[config.mk]
export PLATFORM = sky130hd
export DESIGN_NAME = data_mem_lsu_flat
export DESIGN_NICKNAME = d
export VERILOG_FILES = /design/src/rtl/data_mem_lsu_if.sv /design/src/rtl/data_mem_lsu.sv /design/src/flat_wrapper.sv
export SDC_FILE = /design/constraint.sdc
export NUM_CORES = 2
export LEC_CHECK = 0
export ABC_AREA = 1
export BUFFER_PORTS_ARGS = -buffer_cell sky130_fd_sc_hd__buf_2
export CAP_MARGIN = 40
export CORE_ASPECT_RATIO = 2
export CORE_MARGIN = 3
export CORE_UTILIZATION = 25
export DETAILED_ROUTE_END_ITERATION = 12
export PLACE_DENSITY = 0.4
export SKIP_LAST_GASP = 1
export SYNTH_ARGS = -nofsm -noshare
export SYNTH_HDL_FRONTEND = slang
export SYNTH_SLANG_ARGS = --single-unit
[constraint.sdc]
create_clock -name clk -period 9 [get_ports clk]
set_clock_uncertainty 0.05 [all_clocks]
set_input_delay 1.8 -clock clk [delete_from_list [all_inputs] [get_ports clk]]
set_output_delay 1.8 -clock clk [all_outputs]
set_load 0.01 [all_outputs]
[src/rtl/data_mem_lsu_if.sv]
// rtl/data_mem_lsu_if.sv - request/response bus between the core MEM stage and the data memory
interface data_mem_lsu_if #(
  parameter int ADDR_W = 32
);
  logic              req_valid;
  logic              req_ready;
  logic              req_we;
  logic [ADDR_W-1:0] req_addr;
  logic [2:0]        req_funct3;
  logic [31:0]       req_wdata;
  logic              resp_valid;
  logic              resp_ready;
  logic [31:0]       resp_rdata;
  logic              resp_err;

  // Core side: issues requests, consumes responses.
  modport master (
    output req_valid, req_we, req_addr, req_funct3, req_wdata, resp_ready,
    input  req_ready, resp_valid, resp_rdata, resp_err
  );

  // Memory side: accepts requests, produces responses.
  modport slave (
    input  req_valid, req_we, req_addr, req_funct3, req_wdata, resp_ready,
    output req_ready, resp_valid, resp_rdata, resp_err
  );
endinterface

[src/rtl/data_mem_lsu.sv]
// rtl/data_mem_lsu.sv - byte-addressed data memory with load/store sizing and error reporting
module data_mem_lsu #(
  parameter int                DEPTH     = 128,
  parameter int                ADDR_W    = 32,
  parameter logic [ADDR_W-1:0] BASE_ADDR = '0
) (
  input logic          clk,
  input logic          rst,
  data_mem_lsu_if.slave bus
);

  localparam int                IDX_W     = (DEPTH > 1) ? $clog2(DEPTH) : 1;
  localparam logic [ADDR_W:0]   DEPTH_EXT = (ADDR_W + 1)'(DEPTH);

  logic [31:0] mem [DEPTH];

  logic              stall;
  logic              s1_valid;
  logic              s1_we;
  logic [ADDR_W-1:0] s1_addr;
  logic [2:0]        s1_funct3;
  logic [31:0]       s1_wdata;

  logic              resp_valid_q;
  logic [31:0]       resp_rdata_q;
  logic              resp_err_q;

  logic [ADDR_W-1:0] word_off;
  logic [IDX_W-1:0]  idx;
  logic [1:0]        lane;
  logic              out_of_range;
  logic              misaligned;
  logic              bad_funct3;
  logic              access_err;
  logic              do_write;
  logic [3:0]        wstrb;
  logic [31:0]       wdata_lane;
  logic [31:0]       rd_word;
  logic [7:0]        byte_sel;
  logic [15:0]       half_sel;
  logic [31:0]       load_data;

  // A held response blocks both pipeline stages so nothing is overwritten.
  assign stall         = resp_valid_q & ~bus.resp_ready;
  assign bus.req_ready = ~stall;
  assign bus.resp_valid = resp_valid_q;
  assign bus.resp_rdata = resp_rdata_q;
  assign bus.resp_err   = resp_err_q;

  // Stage 1: capture the accepted request; hold everything while stalled.
  always_ff @(posedge clk) begin
    if (rst) begin
      s1_valid <= 1'b0;
    end else if (!stall) begin
      s1_valid <= bus.req_valid;
      if (bus.req_valid) begin
        s1_we     <= bus.req_we;
        s1_addr   <= bus.req_addr;
        s1_funct3 <= bus.req_funct3;
        s1_wdata  <= bus.req_wdata;
      end
    end
  end

  assign word_off     = (s1_addr - BASE_ADDR) >> 2;
  assign idx          = word_off[IDX_W-1:0];
  assign lane         = s1_addr[1:0];
  assign out_of_range = (s1_addr < BASE_ADDR) || ({1'b0, word_off} >= DEPTH_EXT);
  assign misaligned   = ((s1_funct3 == 3'b001) && lane[0]) ||
                        ((s1_funct3 == 3'b010) && (lane != 2'b00));
  assign bad_funct3   = s1_we ? !(s1_funct3 inside {3'b000, 3'b001, 3'b010})
                              :  (s1_funct3 inside {3'b011, 3'b110, 3'b111});
  assign access_err   = out_of_range | misaligned | bad_funct3;
  assign do_write     = s1_valid & ~stall & ~rst & s1_we & ~access_err;
  assign rd_word      = mem[idx];

  // Byte strobes and lane-replicated store data for the store size.
  always_comb begin
    wstrb      = 4'b0000;
    wdata_lane = s1_wdata;
    case (s1_funct3[1:0])
      2'b00: begin
        wstrb      = 4'b0001 << lane;
        wdata_lane = {4{s1_wdata[7:0]}};
      end
      2'b01: begin
        wstrb      = lane[1] ? 4'b1100 : 4'b0011;
        wdata_lane = {2{s1_wdata[15:0]}};
      end
      2'b10: begin
        wstrb      = 4'b1111;
        wdata_lane = s1_wdata;
      end
      default: wstrb = 4'b0000;
    endcase
  end

  // Array write: only the selected byte lanes change.
  always_ff @(posedge clk) begin
    if (do_write) begin
      for (int b = 0; b < 4; b++) begin
        if (wstrb[b]) mem[idx][8*b +: 8] <= wdata_lane[8*b +: 8];
      end
    end
  end

  // Load path: pick the addressed byte/half and extend it.
  always_comb begin
    byte_sel  = 8'h00;
    half_sel  = lane[1] ? rd_word[31:16] : rd_word[15:0];
    load_data = 32'h0;
    case (lane)
      2'd0:    byte_sel = rd_word[7:0];
      2'd1:    byte_sel = rd_word[15:8];
      2'd2:    byte_sel = rd_word[23:16];
      default: byte_sel = rd_word[31:24];
    endcase
    case (s1_funct3)
      3'b000:  load_data = {{24{byte_sel[7]}}, byte_sel};
      3'b001:  load_data = {{16{half_sel[15]}}, half_sel};
      3'b010:  load_data = rd_word;
      3'b100:  load_data = {24'h0, byte_sel};
      3'b101:  load_data = {16'h0, half_sel};
      default: load_data = 32'h0;
    endcase
  end

  // Stage 2: registered response; stays put while the consumer stalls.
  always_ff @(posedge clk) begin
    if (rst) begin
      resp_valid_q <= 1'b0;
      resp_rdata_q <= 32'h0;
      resp_err_q   <= 1'b0;
    end else if (!stall) begin
      resp_valid_q <= s1_valid;
      if (s1_valid) begin
        resp_err_q   <= access_err;
        resp_rdata_q <= (s1_we || access_err) ? 32'h0 : load_data;
      end
    end
  end

endmodule

[src/flat_wrapper.sv]
// flat-port wrapper written by rule: the top's interface ports become plain ports
module data_mem_lsu_flat 
#(
  parameter int                DEPTH     = 128,
  parameter int                ADDR_W    = 32,
  parameter logic [ADDR_W-1:0] BASE_ADDR = '0
)
  (clk, rst, bus_req_valid, bus_req_we, bus_req_addr, bus_req_funct3, bus_req_wdata, bus_resp_ready, bus_req_ready, bus_resp_valid, bus_resp_rdata, bus_resp_err);
  data_mem_lsu_if #(.ADDR_W(ADDR_W)) bus_i ();
  input logic clk;
  input logic rst;
  input wire logic [$bits(bus_i.req_valid)-1:0] bus_req_valid;
  input wire logic [$bits(bus_i.req_we)-1:0] bus_req_we;
  input wire logic [$bits(bus_i.req_addr)-1:0] bus_req_addr;
  input wire logic [$bits(bus_i.req_funct3)-1:0] bus_req_funct3;
  input wire logic [$bits(bus_i.req_wdata)-1:0] bus_req_wdata;
  input wire logic [$bits(bus_i.resp_ready)-1:0] bus_resp_ready;
  output wire logic [$bits(bus_i.req_ready)-1:0] bus_req_ready;
  output wire logic [$bits(bus_i.resp_valid)-1:0] bus_resp_valid;
  output wire logic [$bits(bus_i.resp_rdata)-1:0] bus_resp_rdata;
  output wire logic [$bits(bus_i.resp_err)-1:0] bus_resp_err;
  assign bus_i.req_valid = bus_req_valid;
  assign bus_i.req_we = bus_req_we;
  assign bus_i.req_addr = bus_req_addr;
  assign bus_i.req_funct3 = bus_req_funct3;
  assign bus_i.req_wdata = bus_req_wdata;
  assign bus_i.resp_ready = bus_resp_ready;
  assign bus_req_ready = bus_i.req_ready;
  assign bus_resp_valid = bus_i.resp_valid;
  assign bus_resp_rdata = bus_i.resp_rdata;
  assign bus_resp_err = bus_i.resp_err;
  data_mem_lsu #(.DEPTH(DEPTH), .ADDR_W(ADDR_W), .BASE_ADDR(BASE_ADDR)) u_core (.clk(clk), .rst(rst), .bus(bus_i));
endmodule
=== Yosys cells after proc, flatten, opt, wreduce, memory -nomap -nowiden ===
Memory sizes are Yosys's and may differ from the RTL's. A register that Yosys moved wholly into a read port is not among the register bits.
Index checks and enable logic that the tools add are counted.

* Add/subtract/negate cells: 0
* Multipliers: 0
* Divide/modulo/power cells: 0
* Magnitude comparators: 2
* Eq/ne operators: 11
* Shift-type cells: 1
* Muxes and demuxes: 21
* Bitwise gates (word level): 11
* Reductions and logical operators: 14

{| class="wikitable"
|+ Operator list
! operator !! number
|-
| $pmux W32 S5 || 1
|-
| $pmux W32 S2 || 1
|-
| $lt A32 B1 Y1 const B || 1
|-
| $mux W32 || 1
|-
| $ge A30 B8 Y1 const B || 1
|-
| $pmux W8 S3 || 1
|-
| $mux W16 || 1
|-
| $mux W1 || 13
|-
| $eq A3 B3 Y1 const B || 4
|-
| $pmux W4 S3 || 1
|-
| $mux W7 || 1
|-
| $eq A3 B2 Y1 const B || 2
|-
| $reduce_bool A3 Y1 || 2
|-
| $and A1 B1 Y1 || 5
|-
| $eq A2 B1 Y1 const B || 2
|-
| $eq A2 B2 Y1 const B || 2
|-
| $logic_not A2 Y1 || 2
|-
| $mux W4 || 1
|-
| $not A1 Y1 || 4
|-
| $shl A1 B2 Y4 const A || 1
|-
| $eq A3 B1 Y1 const B || 1
|-
| $logic_not A3 Y1 || 1
|-
| $logic_or A1 B1 Y1 || 3
|-
| $reduce_and A3 Y1 || 1
|-
| other kinds (5) || 7
|}

* Flip-flop bits (word level): 103
* Latch bits: 0
* Bits in writable memories: 4096
* Memory bits (read-only): 0
* Input port bits: 72
* Output and inout port bits: 35
* Word-level logic and storage cells: 69
* Memories: 1

{| class="wikitable"
|+ Memories
! memory !! depth !! bits a word !! read ports !! clocked after memory_dff !! wr ports !! line !! source
|-
| u_core.mem || 128 || 32 || 1 || 1 || 1 || data_mem_lsu.sv:15 || <nowiki>logic [31:0] mem [DEPTH];</nowiki>
|}

=== Longest topological paths before layout ===
* Word-level depth: 9
* Depth in mapped cells: 21

=== Worst setup path after synthesis ===
Ideal clock, no wire load.

* Path type: register -> register
* Start point: register u_core.s1_funct3[1]
* End point: memory u_core.mem[0][10] (data pin)
* Setup time: 1.197 ns
* Data arrival time: 5.965 ns
* Data required time: 7.753 ns
* Setup slack: 1.787 ns
* Cell stages (with the launch flop): 5
* Buffers on the path: 2
* Period minus slack after synthesis: 7.213 ns
* Cell sequence: edfxtp_1 -> clkbuf_1 -> nor2_1 -> clkbuf_1 -> o21ai_0

* Word-level cells in the longest chain between the ends: 2
* Elaborated cells between the ends (all ways): 3

{| class="wikitable"
|+ RTL lines
! element !! line !! source
|-
| start, declared || data_mem_lsu.sv:21 || <nowiki>logic [2:0] s1_funct3;</nowiki>
|-
| start signal, assigned || data_mem_lsu.sv:59 || <nowiki>s1_funct3 <= bus.req_funct3;</nowiki>
|-
| $eq A2 B1 Y1 / $logic_not A2 Y1 (equally long branches) || data_mem_lsu.sv:81 || <nowiki>case (s1_funct3[1:0])</nowiki>
|-
| $pmux W32 S2 * || data_mem_lsu.sv:81 ||
|-
| via u_core.wdata_lane[10] || data_mem_lsu.sv:37 || <nowiki>logic [31:0] wdata_lane;</nowiki>
|-
| end, declared || data_mem_lsu.sv:15 ||
|}

The timed path passes the listed nets; every way through them passes the cells marked *.

==> impl_results.md <==
- Max VDD drop: 0.165 mV
- Hold_ws: 0.411 ns
- Crit share post-route: 55.8%
- Setup Crit Path Kind: flip-flop to flip-flop
- R2r endpoint: u_core.bus.resp_rdata[1]
- RSZ-0062 raised after global routing: no
- Hold Buf Count CTS: 0
- Setup Fix Bufs, Post-CTS: 0
- CP Launch Type: flip-flop
- Layout Nets: 13900
- Crit path max-delay cell type: buf_4
- Power per cell area: 216 nW/um2
- Net Count, Synth: 14100
- Element type at the critical path end: flip-flop
- Hold/Removal Path Class: flip-flop to flip-flop
- Filler cells: 69600
- Max stage delay on crit path: 0.69 ns
- Clock root cell: clkbuf_16
- Area growth syn-to-layout: 13.9%
- Initial antenna violation count: 40
- Clock tree buffer depth: 4
- Mapped cell area: 170000 um2
- Outcome: finished, final reports clean
- CTS tree: yes
- Wirelength per Cell: 28.5 um
- Top layer in use: met5
- Overall power: 41.7 mW
- Max-cap check violation count: 0
- Post-synth top flop: edfxtp_1
- Mean number of vias per cell: 4.77
- WHS Path Cells: 2
- WL final: 660 mm
- First-pass GRT wire length: 906 mm
- Hold_sp: u_core.bus.resp_rdata[15]
- IO Count: 107
- Synthesized flop and latch total: 4206
- Worst hold endpoint: u_core.bus.resp_rdata[15]
- Crit path max-delay family: buffers and inverters
- Lkg Pwr: 62.8 nW
- Total negative slack: 0 ns
- CTS clk-pin slew, worst paths: 0.07 ns
- CTS H-tree lvls: 5
- Finished Cell Area: 194000 um2
- GP Congestion: 0.898
- DRC viols: 0
- Die Y: 1.17 mm
- Most used cell, CP: nand2_1
- Distinct cell type count after synthesis: 32
- CORE AREA: 677000 um2
- Util after Layout: 28.6%
- DIE WIDTH: 589 um
- Met3 WL: 25.2 mm
- Final Hold Violating Endpoints: 0
- Crit path buf inv count: 5
- Worst-path maximum fanout: 151
- Ratio of cells with drive above 1 in the final layout: 7.54%
- PnR worst setup slack: 3.98 ns
- Path depth of the worst reg2reg path: 18
- Largest net degree at the start of global routing: 152
- Final non-filler cell total: 23200
- DP Cell Count: 22500
- Vias in the first global route: 114000
- Worst EP required: 9.83 ns
- Register area share after synthesis: 74.1%
- Initial Utilization: 25.1%
- Worst path arrival time: 5.85 ns
- Max Transition Viols Final: 0
- Final setup fails: 0
- Cell count after synthesis: 14000
- Iter 0 DRT Violations: 8962
- Clock buffer count from CTS: 364
- CTS Sinks: 4206
- CTS-repair resized insts: 0
- Vias: 111000
- Place WS: 3.44 ns
- Post-DP HPWL: 446 mm
- Fin crit period: 5.02 ns
- DP Area: 182000 um2
- Average size of a mapped cell: 12.1 um2
- Port Buf Inserts: 106
- Max frequency: 199 MHz
- Slew @ Worst Pin: 0.954 ns
- GR Overflow Total: 0
- Area of the multi-input gates: 38800 um2
- DIE AREA: 690000 um2
- Area occupied by registers: 126000 um2
- Share of flip-flops with an asynchronous set or reset: 0%
- Total Routing Usage GR: 18.5%
- Most frequent cells in the layout: 4164 x edfxtp_1, 2948 x nand2_1, 2562 x nand3_1, 1472 x nor2_1, 965 x o21ai_0
- Synth warnings: 0
- Number of routed nets with antenna violations: 0
- Clock Latency Late Sink: 0.98 ns
- Met2 routed WL: 350 mm
- Reg2Reg Setup Slack: 3.98 ns
- CP Cell Sequence: buf_16 -> clkinv_16 -> buf_4 -> buf_4 -> o21ai_0 -> o22ai_1 -> nand2_1 -> nand3_1 -> nand3_1 -> nand3_1 -> nand3_1 -> nand2_1 -> nand2_1 -> nand2_1 -> clkinv_1 -> nand2_1 -> nand2_1 -> a21oi_1
- Rows: 427
- Max-slew headroom: 36.4%
- Most common cell after layout, fill and taps aside: edfxtp_1
- Metal-1 WL: 232 mm
- Pre-Repair DR Iteration Count: 6
- Number of synthesized flops with an enable pin: 4164
synth_stat cells, types with 3 or more instances:
master | n | area (um2)
a21oi_1 | 129 | 646
and2_1 | 13 | 81.3
buf_1 | 76 | 285
buf_2 | 398 | 1990
buf_4 | 124 | 931
buf_6 | 45 | 507
buf_8 | 6 | 90.1
clkbuf_1 | 326 | 1220
clkbuf_2 | 8 | 40.0
clkinv_1 | 5 | 18.8
dfxtp_1 | 42 | 841
edfxtp_1 | 4164 | 125000
inv_1 | 129 | 484
inv_2 | 3 | 11.3
nand2_1 | 2960 | 11100
nand3_1 | 2563 | 12800
nand4_1 | 3 | 18.8
nor2_1 | 1473 | 5530
nor3_1 | 10 | 50.1
nor4_1 | 9 | 56.3
o211ai_1 | 8 | 60.1
o21ai_0 | 972 | 4860
o21ai_1 | 58 | 290
o22ai_1 | 463 | 2900
area by class of cell:
cell class / instances / area share [%]
tap: 9009 / 5.82
clock buffer: 448 / 4.99
antenna: 29 / 0.0375
inverter: 139 / 0.304
sequential: 4206 / 65.0
multi-input combinational: 8670 / 20.0
clock inverter: 217 / 1.15
timing repair buffer: 479 / 2.62
state kept, by name (all words and copies together), names as in the netlist, named ones only:
signal and count:
u_core.s1_funct3 3, u_core.s1_we 1, u_core.bus.resp_rdata 32, u_core.s1_valid 1, u_core.s1_addr 32, u_core.s1_wdata 32, u_core.bus.resp_valid 1, u_core.bus.resp_err 1
u_core.mem 4096
metal layers:
| metal | global-route usage (%) | vias up |
|---|---|---|
| met4 | 12.8 | 22 |
| li1 | - | 50000 |
| met2 | 34.7 | 3232 |
| met3 | 1.94 | 1225 |
| met1 | 19.1 | 56100 |
| met5 | 0 | - |
worst max-delay path by stage:
stage                                           end  slack, ns                 from  cells past startpoint
final                      u_core.bus.resp_rdata[1]       3.98            flip-flop                     18
after global routing      u_core.bus.resp_rdata[14]       3.63            flip-flop                     18
after CTS                 u_core.bus.resp_rdata[12]       3.92            flip-flop                     15
after detailed placement          u_core.mem[36][6]       3.44       bus_resp_ready                     11
after global placement            u_core.mem[90][3]       2.80       bus_resp_ready                     11
after floorplan                   u_core.mem[0][10]       1.79  u_core.s1_funct3[1]                      4
where the power goes:
group / internal, mW / switching, mW / total [mW]
sequential: 21.6 / 0.0374 / 21.6
combinational: 0.831 / 3.02 / 3.85
clock: 8.76 / 7.53 / 16.3
total: 31.2 / 10.6 / 41.7
worst reg2reg max path: stages, from the launching register on:
cell       delay (ns)
dfxtp_4          0.39
buf_16           0.24
clkinv_16        0.42
buf_4            0.63
buf_4            0.73
o21ai_0          0.29
o22ai_1          0.42
nand2_1          0.11
nand3_1          0.16
nand3_1          0.09
nand3_1          0.11
nand3_1          0.28
nand2_1          0.46
nand2_1          0.10
nand2_1          0.09
clkinv_1         0.07
nand2_1          0.10
nand2_1          0.06
a21oi_1          0.14
cells by family (layout without fill, tap and decap cells):
kind of cell           count (synthesis)  after routing  synth area share [%]
other                                  0             29                     0
flip-flops                          4206           4206                  74.1
AO/OA/AOI/OAI                       1634           1634                  5.17
AND/OR/NAND/NOR                     7036           7036                  17.5
buffers and inverters               1122           1283                  3.29
(Power assumes the default switching activity.)
